===== src/rtl/tx_console_pkg.sv =====
// Shared types and default parameter values for the console capture block.
package tx_console_pkg;

    typedef enum logic [0:0] {
        ST_IDLE    = 1'b0,
        ST_CAPTURE = 1'b1
    } state_e;

    localparam int DEF_DATA_W     = 7;
    localparam int DEF_DEPTH      = 16;
    localparam bit DEF_ON_CHANGE  = 1'b0;
    localparam int CNT_W          = 16;

endpackage


===== src/rtl/sync_fifo.sv =====
// First-word fall-through synchronous FIFO; DEPTH must be a power of two.
module sync_fifo #(
    parameter int WIDTH = 7,
    parameter int DEPTH = 16
) (
    input  logic             clk,
    input  logic             i_rst_n,
    input  logic             i_push,
    input  logic [WIDTH-1:0] i_push_data,
    input  logic             i_pop,
    output logic [WIDTH-1:0] o_pop_data,
    output logic             o_full,
    output logic             o_empty
);

    localparam int AW = $clog2(DEPTH);
    localparam logic [AW:0] FULL_CNT = (AW + 1)'(DEPTH);

    logic [WIDTH-1:0] r_mem [DEPTH];
    logic [AW-1:0]    r_wr_ptr;
    logic [AW-1:0]    r_rd_ptr;
    logic [AW:0]      r_count;
    logic             w_pop_ok;
    logic             w_push_ok;

    // A push into a full FIFO is legal when the head leaves in the same cycle.
    assign w_pop_ok  = i_pop && (r_count != {(AW + 1){1'b0}});
    assign w_push_ok = i_push && ((r_count != FULL_CNT) || w_pop_ok);

    // Storage array, no reset needed for data.
    always_ff @(posedge clk) begin
        if (w_push_ok) begin
            r_mem[r_wr_ptr] <= i_push_data;
        end
    end

    // Pointer and occupancy tracking.
    always_ff @(posedge clk) begin
        if (!i_rst_n) begin
            r_wr_ptr <= {AW{1'b0}};
            r_rd_ptr <= {AW{1'b0}};
            r_count  <= {(AW + 1){1'b0}};
        end else begin
            if (w_push_ok) begin
                r_wr_ptr <= r_wr_ptr + 1'b1;
            end
            if (w_pop_ok) begin
                r_rd_ptr <= r_rd_ptr + 1'b1;
            end
            case ({w_push_ok, w_pop_ok})
                2'b10:   r_count <= r_count + 1'b1;
                2'b01:   r_count <= r_count - 1'b1;
                default: r_count <= r_count;
            endcase
        end
    end

    assign o_pop_data = r_mem[r_rd_ptr];
    assign o_full     = (r_count == FULL_CNT);
    assign o_empty    = (r_count == {(AW + 1){1'b0}});

endmodule


===== src/rtl/tx_console_capture.sv =====
// Captures characters framed by START/STOP markers on a cpu console bus into a FIFO.
module tx_console_capture
    import tx_console_pkg::*;
#(
    parameter int               DATA_W     = DEF_DATA_W,
    parameter int               DEPTH      = DEF_DEPTH,
    parameter logic [DATA_W-1:0] START_CODE = {DATA_W{1'b0}},
    parameter logic [DATA_W-1:0] STOP_CODE  = {DATA_W{1'b1}},
    parameter bit               ON_CHANGE  = DEF_ON_CHANGE
) (
    input  logic              clk,
    input  logic              reset,
    input  logic [DATA_W-1:0] tx_in,
    output logic [DATA_W-1:0] out_data,
    output logic              out_valid,
    input  logic              out_ready,
    output logic              in_frame,
    output logic              frame_done,
    output logic              overflow,
    output logic [CNT_W-1:0]  char_count,
    output logic [CNT_W-1:0]  drop_count
);

    state_e              r_state;
    state_e              w_state_nxt;
    logic [DATA_W-1:0]   r_prev;
    logic                r_first;
    logic                r_frame_done;
    logic                r_overflow;
    logic [CNT_W-1:0]    r_char_count;
    logic [CNT_W-1:0]    r_drop_count;
    logic                w_is_start;
    logic                w_is_stop;
    logic                w_capture;
    logic                w_full;
    logic                w_empty;
    logic                w_pop;
    logic                w_accept;
    logic                w_drop;

    assign w_is_start = (tx_in == START_CODE);
    assign w_is_stop  = (tx_in == STOP_CODE);
    assign w_pop      = !w_empty && out_ready;

    // Capture filter: markers are never stored; ON_CHANGE suppresses repeats.
    always_comb begin
        w_capture = 1'b0;
        if ((r_state == ST_CAPTURE) && !w_is_start && !w_is_stop) begin
            if (!ON_CHANGE || r_first || (tx_in != r_prev)) begin
                w_capture = 1'b1;
            end else begin
                w_capture = 1'b0;
            end
        end else begin
            w_capture = 1'b0;
        end
    end

    assign w_accept = w_capture && (!w_full || w_pop);
    assign w_drop   = w_capture && w_full && !w_pop;

    // Framing next-state logic.
    always_comb begin
        w_state_nxt = r_state;
        case (r_state)
            ST_IDLE: begin
                if (w_is_start) w_state_nxt = ST_CAPTURE;
                else            w_state_nxt = ST_IDLE;
            end
            ST_CAPTURE: begin
                if (w_is_stop)  w_state_nxt = ST_IDLE;
                else            w_state_nxt = ST_CAPTURE;
            end
            default: w_state_nxt = ST_IDLE;
        endcase
    end

    // State, sample history, flags and saturating counters.
    always_ff @(posedge clk) begin
        if (!reset) begin
            r_state      <= ST_IDLE;
            r_prev       <= {DATA_W{1'b0}};
            r_first      <= 1'b0;
            r_frame_done <= 1'b0;
            r_overflow   <= 1'b0;
            r_char_count <= {CNT_W{1'b0}};
            r_drop_count <= {CNT_W{1'b0}};
        end else begin
            r_state      <= w_state_nxt;
            r_prev       <= tx_in;
            r_first      <= w_is_start;
            r_frame_done <= (r_state == ST_CAPTURE) && w_is_stop;
            r_overflow   <= r_overflow || w_drop;
            // A start marker opens a fresh frame count, also when restarting.
            if (w_is_start) begin
                r_char_count <= {CNT_W{1'b0}};
            end else if (w_accept && (r_char_count != {CNT_W{1'b1}})) begin
                r_char_count <= r_char_count + 1'b1;
            end else begin
                r_char_count <= r_char_count;
            end
            if (w_drop && (r_drop_count != {CNT_W{1'b1}})) begin
                r_drop_count <= r_drop_count + 1'b1;
            end else begin
                r_drop_count <= r_drop_count;
            end
        end
    end

    sync_fifo #(
        .WIDTH (DATA_W),
        .DEPTH (DEPTH)
    ) u_fifo (
        .clk         (clk),
        .i_rst_n     (reset),
        .i_push      (w_accept),
        .i_push_data (tx_in),
        .i_pop       (w_pop),
        .o_pop_data  (out_data),
        .o_full      (w_full),
        .o_empty     (w_empty)
    );

    assign out_valid  = !w_empty;
    assign in_frame   = (r_state == ST_CAPTURE);
    assign frame_done = r_frame_done;
    assign overflow   = r_overflow;
    assign char_count = r_char_count;
    assign drop_count = r_drop_count;

endmodule


===== config.mk =====
export PLATFORM = sky130hd
export DESIGN_NAME = tx_console_capture
export DESIGN_NICKNAME = d
export VERILOG_FILES = /design/src/rtl/tx_console_pkg.sv /design/src/rtl/sync_fifo.sv /design/src/rtl/tx_console_capture.sv
export SDC_FILE = /design/constraint.sdc
export NUM_CORES = 1
export LEC_CHECK = 0
export CAP_MARGIN = 0
export CORE_MARGIN = 8
export CORE_UTILIZATION = 45
export CTS_CLUSTER_DIAMETER = 50
export DETAILED_ROUTE_END_ITERATION = 10
export DONT_BUFFER_PORTS = 1
export PLACE_DENSITY = 0.64
export SLEW_MARGIN = 20
export SYNTH_ARGS = -nofsm -noshare
export SYNTH_HDL_FRONTEND = slang
export SYNTH_HIERARCHICAL = 1
export SYNTH_SLANG_ARGS = --single-unit

===== constraint.sdc =====
create_clock -name clk -period 4.05 [get_ports clk]
set_input_delay 0.81 -clock clk [delete_from_list [all_inputs] [get_ports clk]]
set_output_delay 0.81 -clock clk [all_outputs]
set_load 0.01 [all_outputs]

==> results of run 1 <==
[cell families after synthesis]
kind of cell | Yosys count
buffers and inverters | 37
xor gates and xnor gates | 9
AOI/OAI and AO/OA | 90
adders and majority gates | 11
and+or+nand+nor | 176
DFF | 164
muxes | 36
[where the power goes]
part           leakage [uW]  internal (uW)  switching (uW)
registers           0.00143           1790           0.777
logic              0.000854           4.61            11.6
clock network      0.000256            797             687
[cells in the final DEF (no fill, tap or decap), drive strengths merged, types with 10 or more instances in the layout]
| cell | n |
|---|---|
| edfxtp | 112 |
| and4 | 10 |
| o21ai | 24 |
| and2 | 20 |
| inv | 19 |
| ha | 10 |
| dfxtp | 52 |
| a22oi | 14 |
| nand2 | 40 |
| mux4 | 28 |
| nor2 | 15 |
| nand4 | 13 |
| or3 | 14 |
| nand3 | 17 |
| clkbuf | 17 |
| a21oi | 25 |
[metal layers]
metal	vias to the layer above	global-route usage, %
li1	2049	-
met1	2193	17.67
met2	106	25.92
met3	15	4.536
met4	0	5.257
met5	-	0
[stage by stage]
step,worst slack [ps],instances
6_report,429.4,753
3_5_place_dp,500.5,721
2_1_floorplan,84.66,523
3_3_place_gp,657.5,721
5_1_grt,132.4,753
4_1_cts,490.4,753
[worst max-delay path: stages, from the launching register on]
cell and delay [ps]:
dfxtp_1 370, or4_4 650, nor2_1 170, nand2b_4 160, inv_1 130, o21ai_0 560, nor3_2 100, a211oi_1 270
buf_4 210, ha_1 230, a211oi_1 340, nor2_1 80, o21ai_0 160, mux2i_1 90
[cell type report]
type                    instances  area [sq um]  share of cell area [%]
flip-flops and latches        164          4405                   55.99
clock buffers                  17         425.4                   5.406
inverters                      14         52.55                  0.6678
well taps                     216         270.3                   3.435
repair buffers                  5         37.54                  0.4770
multi-input cells             322          2554                   32.45
clock inverters                15         123.9                   1.574
[registers in the layout, summed over array words and instances (netlist names), named ones only]
signal,count
u_fifo/r_wr_ptr,4
drop_count,16
u_fifo/r_rd_ptr,4
u_fifo/r_count,5
u_fifo/r_mem,112
in_frame,1
overflow,1
char_count,16
frame_done,1
[worst paths after layout]
kind         cells after the start            endpoint         startpoint  slack [ps]
max                             13   u_fifo/r_count[3]  u_fifo/r_count[0]         430
min                              0  u_fifo/r_mem[8][3]           tx_in[3]         480
max reg2reg                     13   u_fifo/r_count[3]  u_fifo/r_count[0]         430
min reg2reg                      2   u_fifo/r_count[3]  u_fifo/r_count[3]         520
==> out/qor.json, run 1 <==
{
  "synth-adder-area-share": {"value": 2.038, "unit": "%"},
  "endpoint_arrival_time_on_the_critical_path": {"value": 3920, "unit": "ps"},
  "post_synth_main_area_contributors": {"value": "edfxtp_1 (47%), dfxtp_1 (15%), mux4_2 (8.9%), nand2_1 (2.1%), a21oi_1 (1.8%)"},
  "synth_cells": {"value": 523},
  "routedLengthMet1": {"value": 6.051, "unit": "mm"},
  "timing.final.crit_share": {"value": 89.40, "unit": "%"},
  "fin_total_pwr": {"value": 3287, "unit": "uW"},
  "place_congestion": {"value": 0.8493},
  "period_minus_slack": {"value": 3621, "unit": "ps"},
  "wl": {"value": 14.72, "unit": "mm"},
  "post-synth-top-area-cell": {"value": "edfxtp_1"},
  "finalSetupTns": {"value": 0, "unit": "ps"},
  "list_of_most_frequent_post_synthesis_cells": {"value": "edfxtp_1 (112), dfxtp_1 (52), nand2_1 (40), mux4_2 (28), a21oi_1 (25)"},
  "top_level_ports": {"value": 53},
  "post_route_cells_drive_above_1_share": {"value": 14.90, "unit": "%"},
  "placed_cell_area": {"value": 7313, "unit": "sq um"},
  "synth_area": {"value": 7121, "unit": "sq um"},
  "placement.io_buffers": {"value": 0},
  "globalRoute.totalOverflow": {"value": 0},
  "critical_path.endpoint_type": {"value": "flop"},
  "detailroute.via_count": {"value": 4363},
  "hold_path.class": {"value": "in -> reg"},
  "cts_repair_resize_count": {"value": 0},
  "critical_path.startpoint_type": {"value": "flop"},
  "finalHoldViolCount": {"value": 0},
  "nFillCells": {"value": 1340},
  "clock_insertion_delay_worst_skew": {"value": 420, "unit": "ps"},
  "final_core_utilization": {"value": 50.26, "unit": "%"},
  "sequential_element_share_of_the_synthesized_area": {"value": 61.85, "unit": "%"},
  "final-max-slew-violation-count": {"value": 0},
  "level_count_of_the_clock_h_tree": {"value": 4},
  "number_of_antenna_violations_at_the_first_check_in_global_routing": {"value": 0},
  "max_freq": {"value": 0.2762, "unit": "GHz"},
  "tritoncts": {"value": "yes"},
  "routed_via_density": {"value": 5.794},
  "synth_enable_flop_cells": {"value": 112},
  "synthesis.nets": {"value": 544},
  "power.density": {"value": 417.8, "unit": "nW/um^2"},
  "ys_types": {"value": 53},
  "leakage": {"value": 0.002535, "unit": "uW"},
  "grt_setup_unrepaired": {"value": "false"},
  "post-route-drc-count": {"value": 0},
  "synth-seq-cells": {"value": 164},
  "critPathKind": {"value": "reg -> reg"},
  "wire_per_inst": {"value": 19.55, "unit": "microns"},
  "synth_compound_area_share": {"value": 8.575, "unit": "%"},
  "floorplan.die.height": {"value": 141.8, "unit": "microns"},
  "clk_pin_slew_worst_paths": {"value": 70, "unit": "ps"},
  "cts_inserted_buffers": {"value": 17},
  "synth-warning-count": {"value": 6},
  "maxCapViolations": {"value": 0},
  "run_status": {"value": "finished, final reports clean"},
  "grt_pass1_wl": {"value": 23.33, "unit": "mm"},
  "row_count": {"value": 46},
  "grt_util_all_layers": {"value": 15.11, "unit": "%"},
  "grt_pass1_vias": {"value": 4401},
  "synth_flop_cell": {"value": "edfxtp_1"},
  "peakVddDrop": {"value": 0.3005, "unit": "mV"},
  "antenna-diode-count": {"value": 0},
  "postSynth.asyncResetShare": {"value": 0, "unit": "%"},
  "die_x": {"value": 141.8, "unit": "microns"},
  "highest-signal-layer": {"value": "met4"},
  "synthXorXnorAreaFrac": {"value": 1.107, "unit": "%"},
  "met3WireLength": {"value": 995, "unit": "microns"},
  "cts.root.buffer_cell": {"value": "clkbuf_16"},
  "dp.final_hpwl": {"value": 9.967, "unit": "mm"},
  "final_net_count": {"value": 545},
  "holdBufCountCts": {"value": 0},
  "synthDominantCellAreaShare": {"value": 47.23, "unit": "%"},
  "final-setup-viol-count": {"value": 0},
  "clockBufferDepth": {"value": 2},
  "route.met2.wl": {"value": 7.548, "unit": "mm"},
  "floorplan.initialDensity": {"value": 45.48, "unit": "%"},
  "floorplan.core_area": {"value": 15660, "unit": "sq um"},
  "worst_clock_skew": {"value": 10.46, "unit": "ps"},
  "worst-endpoint-required": {"value": 4350, "unit": "ps"},
  "synth_top_family_by_area": {"value": "simple AND/OR/NAND/NOR gates"},
  "stdcell_area": {"value": 7869, "unit": "sq um"},
  "critical_path_peak_fanout": {"value": 8},
  "drt_iter0_markers": {"value": 294},
  "synth_simple_gate_area_share": {"value": 14.00, "unit": "%"},
  "areaGrowthSynthToFinish": {"value": 10.51, "unit": "%"},
  "number_of_buffers_inserted_by_post_cts_setup_repair": {"value": 0},
  "worst-slew-pin-transition": {"value": 672.8, "unit": "ps"},
  "yosys.cell_count.top_type": {"value": "edfxtp_1"},
  "post_synth.cell_area_avg": {"value": 13.61, "unit": "sq um"},
  "drt_first_pass_iters": {"value": 7},
  "detail-route-antenna-nets": {"value": 0},
  "worst_hold_slack": {"value": 477.7, "unit": "ps"},
  "die_area": {"value": 20100, "unit": "sq um"},
  "grt_max_degree": {"value": 33},
  "clock-sinks": {"value": 164},
  "maxSlewHeadroom": {"value": 54.73, "unit": "%"},
  "synth.mux.area_fraction": {"value": 9.981, "unit": "%"}
}
Power figures use the tool's default switching activity.
==> run 2: changes to the inputs <==
--- a/config.mk
+++ b/config.mk
@@ -7,11 +7,12 @@
 export LEC_CHECK = 0
 export CAP_MARGIN = 0
 export CORE_MARGIN = 8
-export CORE_UTILIZATION = 45
+export CORE_UTILIZATION = 57
 export CTS_CLUSTER_DIAMETER = 50
 export DETAILED_ROUTE_END_ITERATION = 10
 export DONT_BUFFER_PORTS = 1
-export PLACE_DENSITY = 0.64
+export PLACE_DENSITY = 0.77
+export SETUP_SLACK_MARGIN = 0.15
 export SLEW_MARGIN = 20
 export SYNTH_ARGS = -nofsm -noshare
 export SYNTH_HDL_FRONTEND = slang
==> run 2 against run 1 <==
Sequential cell count stayed put. Clock power is 3% higher. Critical endpoint is now u_fifo/r_count[4]. Die area is 19% lower. Non-clock buffer count is 1 lower. Largest power group unchanged. Via count is 1.8% higher. Global-route usage is 3.6 points higher.
==> out/qor.json, run 2 (synthesized netlist as in run 1, its figures left out) <==
{
  "floorplan.initialDensity": {"value": 57.36, "unit": "%"},
  "areaGrowthSynthToFinish": {"value": 10.03, "unit": "%"},
  "grt_pass1_wl": {"value": 23.29, "unit": "mm"},
  "floorplan.die.height": {"value": 127.8, "unit": "microns"},
  "finalHoldViolCount": {"value": 0},
  "row_count": {"value": 41},
  "layout.cells.most_common": {"value": "edfxtp_1"},
  "dp.final_hpwl": {"value": 9.678, "unit": "mm"},
  "net-switching-power": {"value": 687.8, "unit": "uW"},
  "mostFrequentLayoutCells": {"value": "edfxtp_1 (112), dfxtp_1 (51), nand2_1 (40)"},
  "crit_chain": {"value": "or4_4 -> nor2_1 -> nand2b_4 -> inv_1 -> o21ai_0 -> nor3_2 -> a211oi_2 -> ha_1 -> a21o_1 -> a21oi_1 -> mux2i_1 -> nand3b_1"},
  "cts_repair_resize_count": {"value": 0},
  "power.density": {"value": 426.0, "unit": "nW/um^2"},
  "hold_path.class": {"value": "in -> reg"},
  "finalSetupTns": {"value": 0, "unit": "ps"},
  "drt_iter0_markers": {"value": 404},
  "post-route-drc-count": {"value": 0},
  "timing.final.crit_share": {"value": 87.12, "unit": "%"},
  "grt_pass1_vias": {"value": 4386},
  "routed_via_density": {"value": 6.271},
  "max_freq": {"value": 0.2834, "unit": "GHz"},
  "antenna-diode-count": {"value": 0},
  "p_sw_share": {"value": 20.61, "unit": "%"},
  "cp_slowest_cell": {"value": "or4_4"},
  "leakage": {"value": 0.002541, "unit": "uW"},
  "wl": {"value": 14.73, "unit": "mm"},
  "tritoncts": {"value": "yes"},
  "critical_path_buf_inv_count": {"value": 1},
  "post_route_cells_drive_above_1_share": {"value": 14.93, "unit": "%"},
  "clock_insertion_delay_worst_skew": {"value": 430, "unit": "ps"},
  "final-max-slew-violation-count": {"value": 0},
  "grt_use_met3": {"value": 5.782, "unit": "%"},
  "holdBufCountCts": {"value": 0},
  "peakVddDrop": {"value": 0.2705, "unit": "mV"},
  "wire_per_inst": {"value": 20.80, "unit": "microns"},
  "cts.root.buffer_cell": {"value": "clkbuf_16"},
  "stdcell_area": {"value": 7835, "unit": "sq um"},
  "die_x": {"value": 127.8, "unit": "microns"},
  "power.internal": {"value": 2650, "unit": "uW"},
  "cpLargestDelayFamily": {"value": "compound AO/OA/AOI/OAI gates"},
  "grt_util_met2": {"value": 30.96, "unit": "%"},
  "number_of_antenna_violations_at_the_first_check_in_global_routing": {"value": 0},
  "grt_util_all_layers": {"value": 18.67, "unit": "%"},
  "pwr-share-comb": {"value": 0.5, "unit": "%"},
  "placed_cell_area": {"value": 7256, "unit": "sq um"},
  "period_minus_slack": {"value": 3528, "unit": "ps"},
  "max_flop_register": {"value": "u_fifo/r_mem"},
  "globalRouteMet1Util": {"value": 22.15, "unit": "%"},
  "detailroute.via_count": {"value": 4440},
  "grt_setup_unrepaired": {"value": "false"},
  "drt_first_pass_iters": {"value": 5},
  "worst-slew-pin-transition": {"value": 714.5, "unit": "ps"},
  "run_status": {"value": "finished, final reports clean"},
  "die_area": {"value": 16330, "unit": "sq um"},
  "detail-route-antenna-nets": {"value": 0},
  "sequentialPowerShare": {"value": 53.6, "unit": "%"},
  "nFillCells": {"value": 927},
  "pwr-share-clk": {"value": 46.0, "unit": "%"},
  "globalRoute.totalOverflow": {"value": 0},
  "clockBufferDepth": {"value": 2},
  "number_of_buffers_inserted_by_post_cts_setup_repair": {"value": 0},
  "clock-sinks": {"value": 164},
  "maxCapViolations": {"value": 0},
  "gr-max-usage-layer": {"value": "met2"},
  "worst_clock_skew": {"value": 8.206, "unit": "ps"},
  "cts_inserted_buffers": {"value": 17},
  "r2r_setup_slack": {"value": 520, "unit": "ps"},
  "placement.io_buffers": {"value": 0},
  "floorplan.core_area": {"value": 12410, "unit": "sq um"},
  "top_level_ports": {"value": 53},
  "maxSlewHeadroom": {"value": 51.93, "unit": "%"},
  "critical_path.endpoint_type": {"value": "flop"},
  "final-setup-viol-count": {"value": 0},
  "level_count_of_the_clock_h_tree": {"value": 4},
  "place_congestion": {"value": 0.8159},
  "critPathKind": {"value": "reg -> reg"},
  "grt_max_degree": {"value": 33},
  "crit_path_max_incr_delay": {"value": 640, "unit": "ps"},
  "final_net_count": {"value": 544},
  "clk_pin_slew_worst_paths": {"value": 70, "unit": "ps"},
  "critical_path_peak_fanout": {"value": 8},
  "endpoint_arrival_time_on_the_critical_path": {"value": 3840, "unit": "ps"},
  "largest_reg_flops": {"value": 112},
  "worst-endpoint-required": {"value": 4370, "unit": "ps"},
  "critical_path.startpoint_type": {"value": "flop"}
}
## run 2: changes by cell type in the layout (fill, tap and decap cells not counted)
cell,previous run,this run
clkinvlp_2,1,0
buf_4,5,4
inv_6,3,5
inv_8,2,0
a211oi_2,0,1
clkinv_2,1,0
a211oi_1,3,2
bufinv_16,0,1
clkinv_4,4,5
## run 2: layout make-up
cell class	instances	area [sq um]	share of cell area (%)
well taps	172	215.2	2.747
flip-flops and latches	164	4405	56.23
repair buffers	4	30.03	0.3833
inverters	14	52.55	0.6707
multi-input cells	322	2559	32.66
clock buffers	17	425.4	5.430
clock inverters	15	147.6	1.884
## run 2: metrics by stage
| step | setup slack [ps] | util, % | power (uW) | hold WS [ps] | std cells |
|---|---|---|---|---|---|
| floorplan | 338.0 | - | 1840 | 467.6 | 523 |
| global placement | 770.1 | 58.45 | 1840 | 480.6 | 676 |
| detailed placement | 583.8 | 58.45 | 1840 | 500.3 | 676 |
| CTS | 587.0 | 63.06 | 3358 | 464.5 | 708 |
| global route | 229.4 | 63.11 | 3413 | 458.3 | 708 |
| finish | 521.7 | 63.11 | 3337 | 475.9 | 708 |
## run 2: final timing paths
path | from | endpoint | depth (start not counted)
setup / recovery | u_fifo/r_count[0] | u_fifo/r_count[4] | 12
hold / removal | tx_in[4] | u_fifo/r_mem[9][4] | 0
setup reg to reg | u_fifo/r_count[0] | u_fifo/r_count[4] | 12
hold reg to reg | u_fifo/r_count[3] | u_fifo/r_count[3] | 2
## run 2: power by group through the flow
stage	Combinational [uW]	Sequential (uW)	Clock, uW
after floorplan	15.7	1820	0
after global routing	17.7	1790	1610
after global placement	15.7	1820	0
final	16.0	1790	1530
after detailed placement	15.8	1820	0
after CTS	15.8	1790	1550
## run 2: layer usage
layer	vias up	part of all wire (%)
li1	2037	-
met1	2223	41
met4	0	1.9
met2	155	51
met5	-	0
met3	25	6.9
==> RTL change 1: new RTL, settings of run 1 <==
The package constant `DEF_DATA_W` goes from 7 to 14.
--- a/src/rtl/tx_console_pkg.sv
+++ b/src/rtl/tx_console_pkg.sv
@@ -8,3 +8,3 @@
 
-    localparam int DEF_DATA_W     = 7;
+    localparam int DEF_DATA_W     = 14;
     localparam int DEF_DEPTH      = 16;
Interface: changed (resized out_data and tx_in); port bits go from 53 to 67. The function was not compared with the original's and may differ.
==> RTL change 1 against run 1 <==
  * Clock power rose by 80%
  * Total power up 75%
  * Sequential cell count rose by 112
  * Synthesized area is 60% higher
  * Routed wire length is 75% higher
  * Setup slack improved by 0.025 ns
  * Final area increased by 63%
==> RTL change 1: results (changes against run 1) <==
Global route
  – Largest net degree at the start of global routing: 57 (was 33)
  – First-pass GRT wire length: 39020 um (was 23330 um)
  – Global routing usage on met3: 3.436% (was 4.536%)
  – Met2 Use GR: 29.04% (was 25.92%)
  – Tot GR Track Use: 16.52% (was 15.11%)
  – Met1 usage: 20.37% (was 17.67%)

Drt
  – Wirelength, routed: 25790 um (was 14720 um)
  – WL met1: 9973 um (was 6051 um)
  – Met2 wire length: 13300 um (was 7548 um)
  – Top layer in use: met4 (unchanged)
  – DRT Pass-1 Iters: 5 (was 7)
  – 1st-iter DRT viols: 443 (was 294)
  – Vias/cell: 6.046 (was 5.794)
  – Detailed-route via count: 6439 (was 4363)

Placement
  – Worst slack at placement: 0.3763 ns (was 0.5005 ns)
  – RePlAce Congestion: 0.7851 (was 0.8493)
  – Inst Count DP: 1010 (was 721)
  – Post-DP Area: 11810 um^2 (was 7313 um^2)

Power
  – Peak VDD IR: 267.9 uV (was 300.5 uV)
  – Combinational Power Share: 0.2% (was 0.5%)
  – Lkg Pwr: 3.999 nW (was 2.535 nW)
  – Register share of total power: 53.2% (was 54.4%)
  – Pint: 4.664 mW (was 2.588 mW)

Clock network
  – Post-CTS Setup Bufs: 0 (unchanged)
  – Clock buffer depth: 3 (was 2)
  – Worst skew pair latency: 0.54 ns (was 0.42 ns)
  – CTS H-tree depth: 1 (was 4)
  – Num CTS Buffers: 30 (was 17)

Yosys
  – Syn Nets: 725 (was 544)
  – Synth top area cells: edfxtp_1, mux4_2, dfxtp_1 (was edfxtp_1, dfxtp_1, mux4_2)
  – Unique cell type count in the Yosys netlist: 62 (was 53)
  – Post-synth EDFFs: 224 (was 112)
  – Seq/Total Area, Yosys: 68.03% (was 61.85%)
  – Syn Inst Count: 697 (was 523)
  – Async set or reset register ratio after synthesis: 0% (unchanged)
  – Synth cell count leaders: edfxtp_1, mux4_2, dfxtp_1 (was edfxtp_1, dfxtp_1, nand2_1)

Worst hold path
  – Hold wc startpoint: tx_in[2] (was tx_in[3])

STA
  – Slew HR: 28.73% (was 54.73%)
  – Worst Skew: 0.01561 ns (was 0.01046 ns)

Outcome
  – Status: finished, final reports clean (unchanged)

Finish
  – Share of cells above drive strength 1: 19.05% (was 14.90%)
  – Max reg flops: 224 (was 112)
  – Final #Nets: 740 (was 545)
  – Number of diodes: 0 (unchanged)

Setup path
  – Cell family contributing the most delay on the critical path: simple AND/OR/NAND/NOR gates (was compound AO/OA/AOI/OAI gates)
  – CP arrival: 4.00 ns (was 3.92 ns)
  – Crit-path max FO: 9 (was 8)
RTL change 1: worst paths after layout:
path	to	slack [ns]	cells past startpoint
max	u_fifo/r_count[4]	0.45	13
min	u_fifo/r_mem[11][2]	0.37	0
max reg2reg	u_fifo/r_count[4]	0.45	13
min reg2reg	u_fifo/r_count[2]	0.50	2
RTL change 1: cell families (layout without fill, tap and decap cells):
group	after synthesis	count (layout)	synth area share [%]
buffers and inverters	45	83	1.896
DFF	276	276	68.03
muxes	68	68	12.10
adders and majority gates	11	11	1.271
and+or+nand+nor	182	182	9.139
xor gates and xnor gates	5	5	0.3835
AOI/OAI and AO/OA	110	110	7.188
RTL change 1: layout make-up:
| cell class | instances | area [um^2] |
|---|---|---|
| inverter | 12 | 45.04 |
| tap | 330 | 412.9 |
| clock inverter | 19 | 195.2 |
| fill | 2055 | 12230 |
| timing repair buffer | 16 | 145.1 |
| sequential | 276 | 7772 |
| multi-input combinational | 376 | 3437 |
| clock buffer | 36 | 794.5 |
==> RTL change 2: new RTL, config.mk and constraints of run 1 <==
Made on the original files. Put one more register stage on the output `drop_count`, without a reset. The value now appears one clock later. The other outputs are not delayed to match.
--- a/src/rtl/tx_console_capture.sv
+++ b/src/rtl/tx_console_capture.sv
@@ -128,3 +128,5 @@
     assign char_count = r_char_count;
-    assign drop_count = r_drop_count;
+    always_ff @(posedge clk) begin
+        drop_count <= r_drop_count;
+    end
 
Behaviour: no difference found for any inputs over 4 cycles, from zero or initial values and one cycle with reset low; that may be too few to reach the edited logic, so the function may still have changed.
==> RTL change 2 against run 1 <==
  * Setup slack better by 0.28 ns
  * Sequential share of layout area is 1.4 points higher
  * Non-clock buffer count stayed put
  * Highest routed layer unchanged
  * Sequential cell count is 16 higher
  * Global-route usage is 0.33 points higher
  * Total power is 7.6% higher
  * Synthesized area is 5.1% higher
  * Final area is 4.6% higher
  * Routed wire length is 8.5% higher
==> RTL change 2: results (changes against run 1) <==
Outcome
  – Status: finished, final reports clean (unchanged)

Run
  – Max Cap Violations: 0 (unchanged)

Yosys
  – Seq/Total Area, Yosys: 63.10% (was 61.85%)
  – Syn Inst Count: 537 (was 523)
  – Synth top area cells: edfxtp_1, dfxtp_1, mux4_2 (unchanged)
  – Synth cell count leaders: edfxtp_1, dfxtp_1, nand2_1 (unchanged)
  – Post-synth EDFFs: 112 (unchanged)
  – Ys Warns: 6 (unchanged)
  – Unique cell type count in the Yosys netlist: 55 (was 53)

Placement
  – HPWL Detailed: 10330 um (was 9967 um)
  – Worst slack at placement: 0.7591 ns (was 0.5005 ns)
  – Inst Count DP: 740 (was 721)
  – RePlAce Congestion: 0.8384 (was 0.8493)
  – Post-DP Area: 7666 um^2 (was 7313 um^2)

Global route
  – Tot GR Track Use: 15.44% (was 15.11%)
  – First-pass GRT wire length: 25160 um (was 23330 um)
  – Vias in the first global route: 4433 (was 4401)
  – Largest net degree at the start of global routing: 50 (was 33)

Setup path
  – Reg2Reg Depth: 13 (unchanged)
  – RR Endpoint: u_fifo/r_count[4] (was u_fifo/r_count[3])
  – Crit-path max FO: 7 (was 8)
  – R2R Path Start: u_fifo/r_count[0] (unchanged)
  – CP peak stage delay: ~0.64 ns
  – Reg2Reg Setup Slack: 0.71 ns (was 0.43 ns)
  – Cell family contributing the most delay on the critical path: simple AND/OR/NAND/NOR gates (was compound AO/OA/AOI/OAI gates)

Clock network
  – Num CTS Buffers: 17 (unchanged)
  – CTS H-tree depth: 4 (unchanged)
  – Clock root buffer: clkbuf_16 (unchanged)

Finish
  – Biggest register: u_fifo/r_mem (unchanged)
  – Max reg flops: 112 (unchanged)
  – Fillers: 1376 (was 1340)
  – Final std cells w/o fill: 771 (was 753)
  – Share of cells above drive strength 1: 13.61% (was 14.90%)
  – Final #Nets: 560 (was 545)

Worst hold path
  – Hold Crit Class: reg -> reg (was in -> reg)
  – Hold wc startpoint: r_drop_count[15] (was tx_in[3])
  – Hold Crit Endpoint: drop_count[15] (was u_fifo/r_mem[8][3])

Power
  – Peak VDD IR: 304.9 uV (was 300.5 uV)
  – Lkg Pwr: 2.642 nW (was 2.535 nW)

Drt
  – Vias/cell: 5.875 (was 5.794)
  – Wirelength, routed: 15970 um (was 14720 um)
  – 1st-iter DRT viols: 282 (was 294)
  – DRT Pass-1 Iters: 5 (was 7)

STA
  – Slew HR: 40.46% (was 54.73%)
  – Worst Skew: 0.01459 ns (was 0.01046 ns)
==> RTL change 2: cell count changes after synthesis, moves of 4 or more <==
cell	before	now
a21oi_1	25	16
a21boi_1	1	8
o31ai_1	4	8
nor2_1	15	10
dfxtp_1	52	68
nor4_1	7	3
==> RTL change 2: metrics by stage <==
step | hold WS, ns | util (%)
after floorplan | 0.3622 | -
after global placement | 0.3808 | 46.72
after detailed placement | 0.3799 | 46.72
after CTS | 0.3926 | 50.15
after global routing | 0.4173 | 50.15
final | 0.3964 | 50.15
==> RTL change 2: cell families (layout without fill, tap and decap cells) <==
kind of cell    after synthesis  count (layout)  share of synthesized area, %
buf+inv                      35              49                         2.456
xor+xnor                      7               7                        0.8189
simple gates                173             173                         13.22
compound gates               95              95                         8.974
mux                          36              36                         9.492
flops                       180             180                         63.10
fa+ha+maj                    11              11                         1.939
==> RTL change 2: layout make-up <==
| cell class | instances | area [um^2] | area share, % |
|---|---|---|---|
| Clock buffer | 18 | 429.2 | 5.216 |
| Clock inverter | 13 | 132.6 | 1.612 |
| Inverter | 13 | 48.80 | 0.5931 |
| Multi-Input combinational cell | 322 | 2579 | 31.34 |
| Sequential cell | 180 | 4726 | 57.44 |
| Tap cell | 220 | 275.3 | 3.345 |
| Timing Repair Buffer | 5 | 37.54 | 0.4562 |
==> RTL change 2: routing by layer <==
layer,vias up,part of all wire [%],global-route usage [%]
met4,0,2.3,6.102
li1,2093,-,-
met1,2286,40,17.74
met2,123,51,26.19
met5,-,0,0
met3,28,6.6,5.100
==> RTL change 2: worst max path at each step <==
stage / start / cells past startpoint / slack (ns) / endpoint
5_1_grt: u_fifo/r_count[0] / 13 / 0.49 / u_fifo/r_count[4]
6_report: u_fifo/r_count[0] / 13 / 0.71 / u_fifo/r_count[4]
2_1_floorplan: u_fifo/r_count[0] / 14 / 0.35 / u_fifo/r_count[4]
4_1_cts: u_fifo/r_count[0] / 13 / 0.72 / u_fifo/r_count[4]
3_3_place_gp: tx_in[0] / 11 / 0.89 / u_fifo/r_count[4]
3_5_place_dp: u_fifo/r_count[0] / 13 / 0.76 / u_fifo/r_count[4]
==> RTL change 2: power breakdown <==
group	switching [mW]	internal, mW
Combinational	0.00865	0.00585
Clock	0.676	0.904
Sequential	0.000703	1.94
Total	0.685	2.85
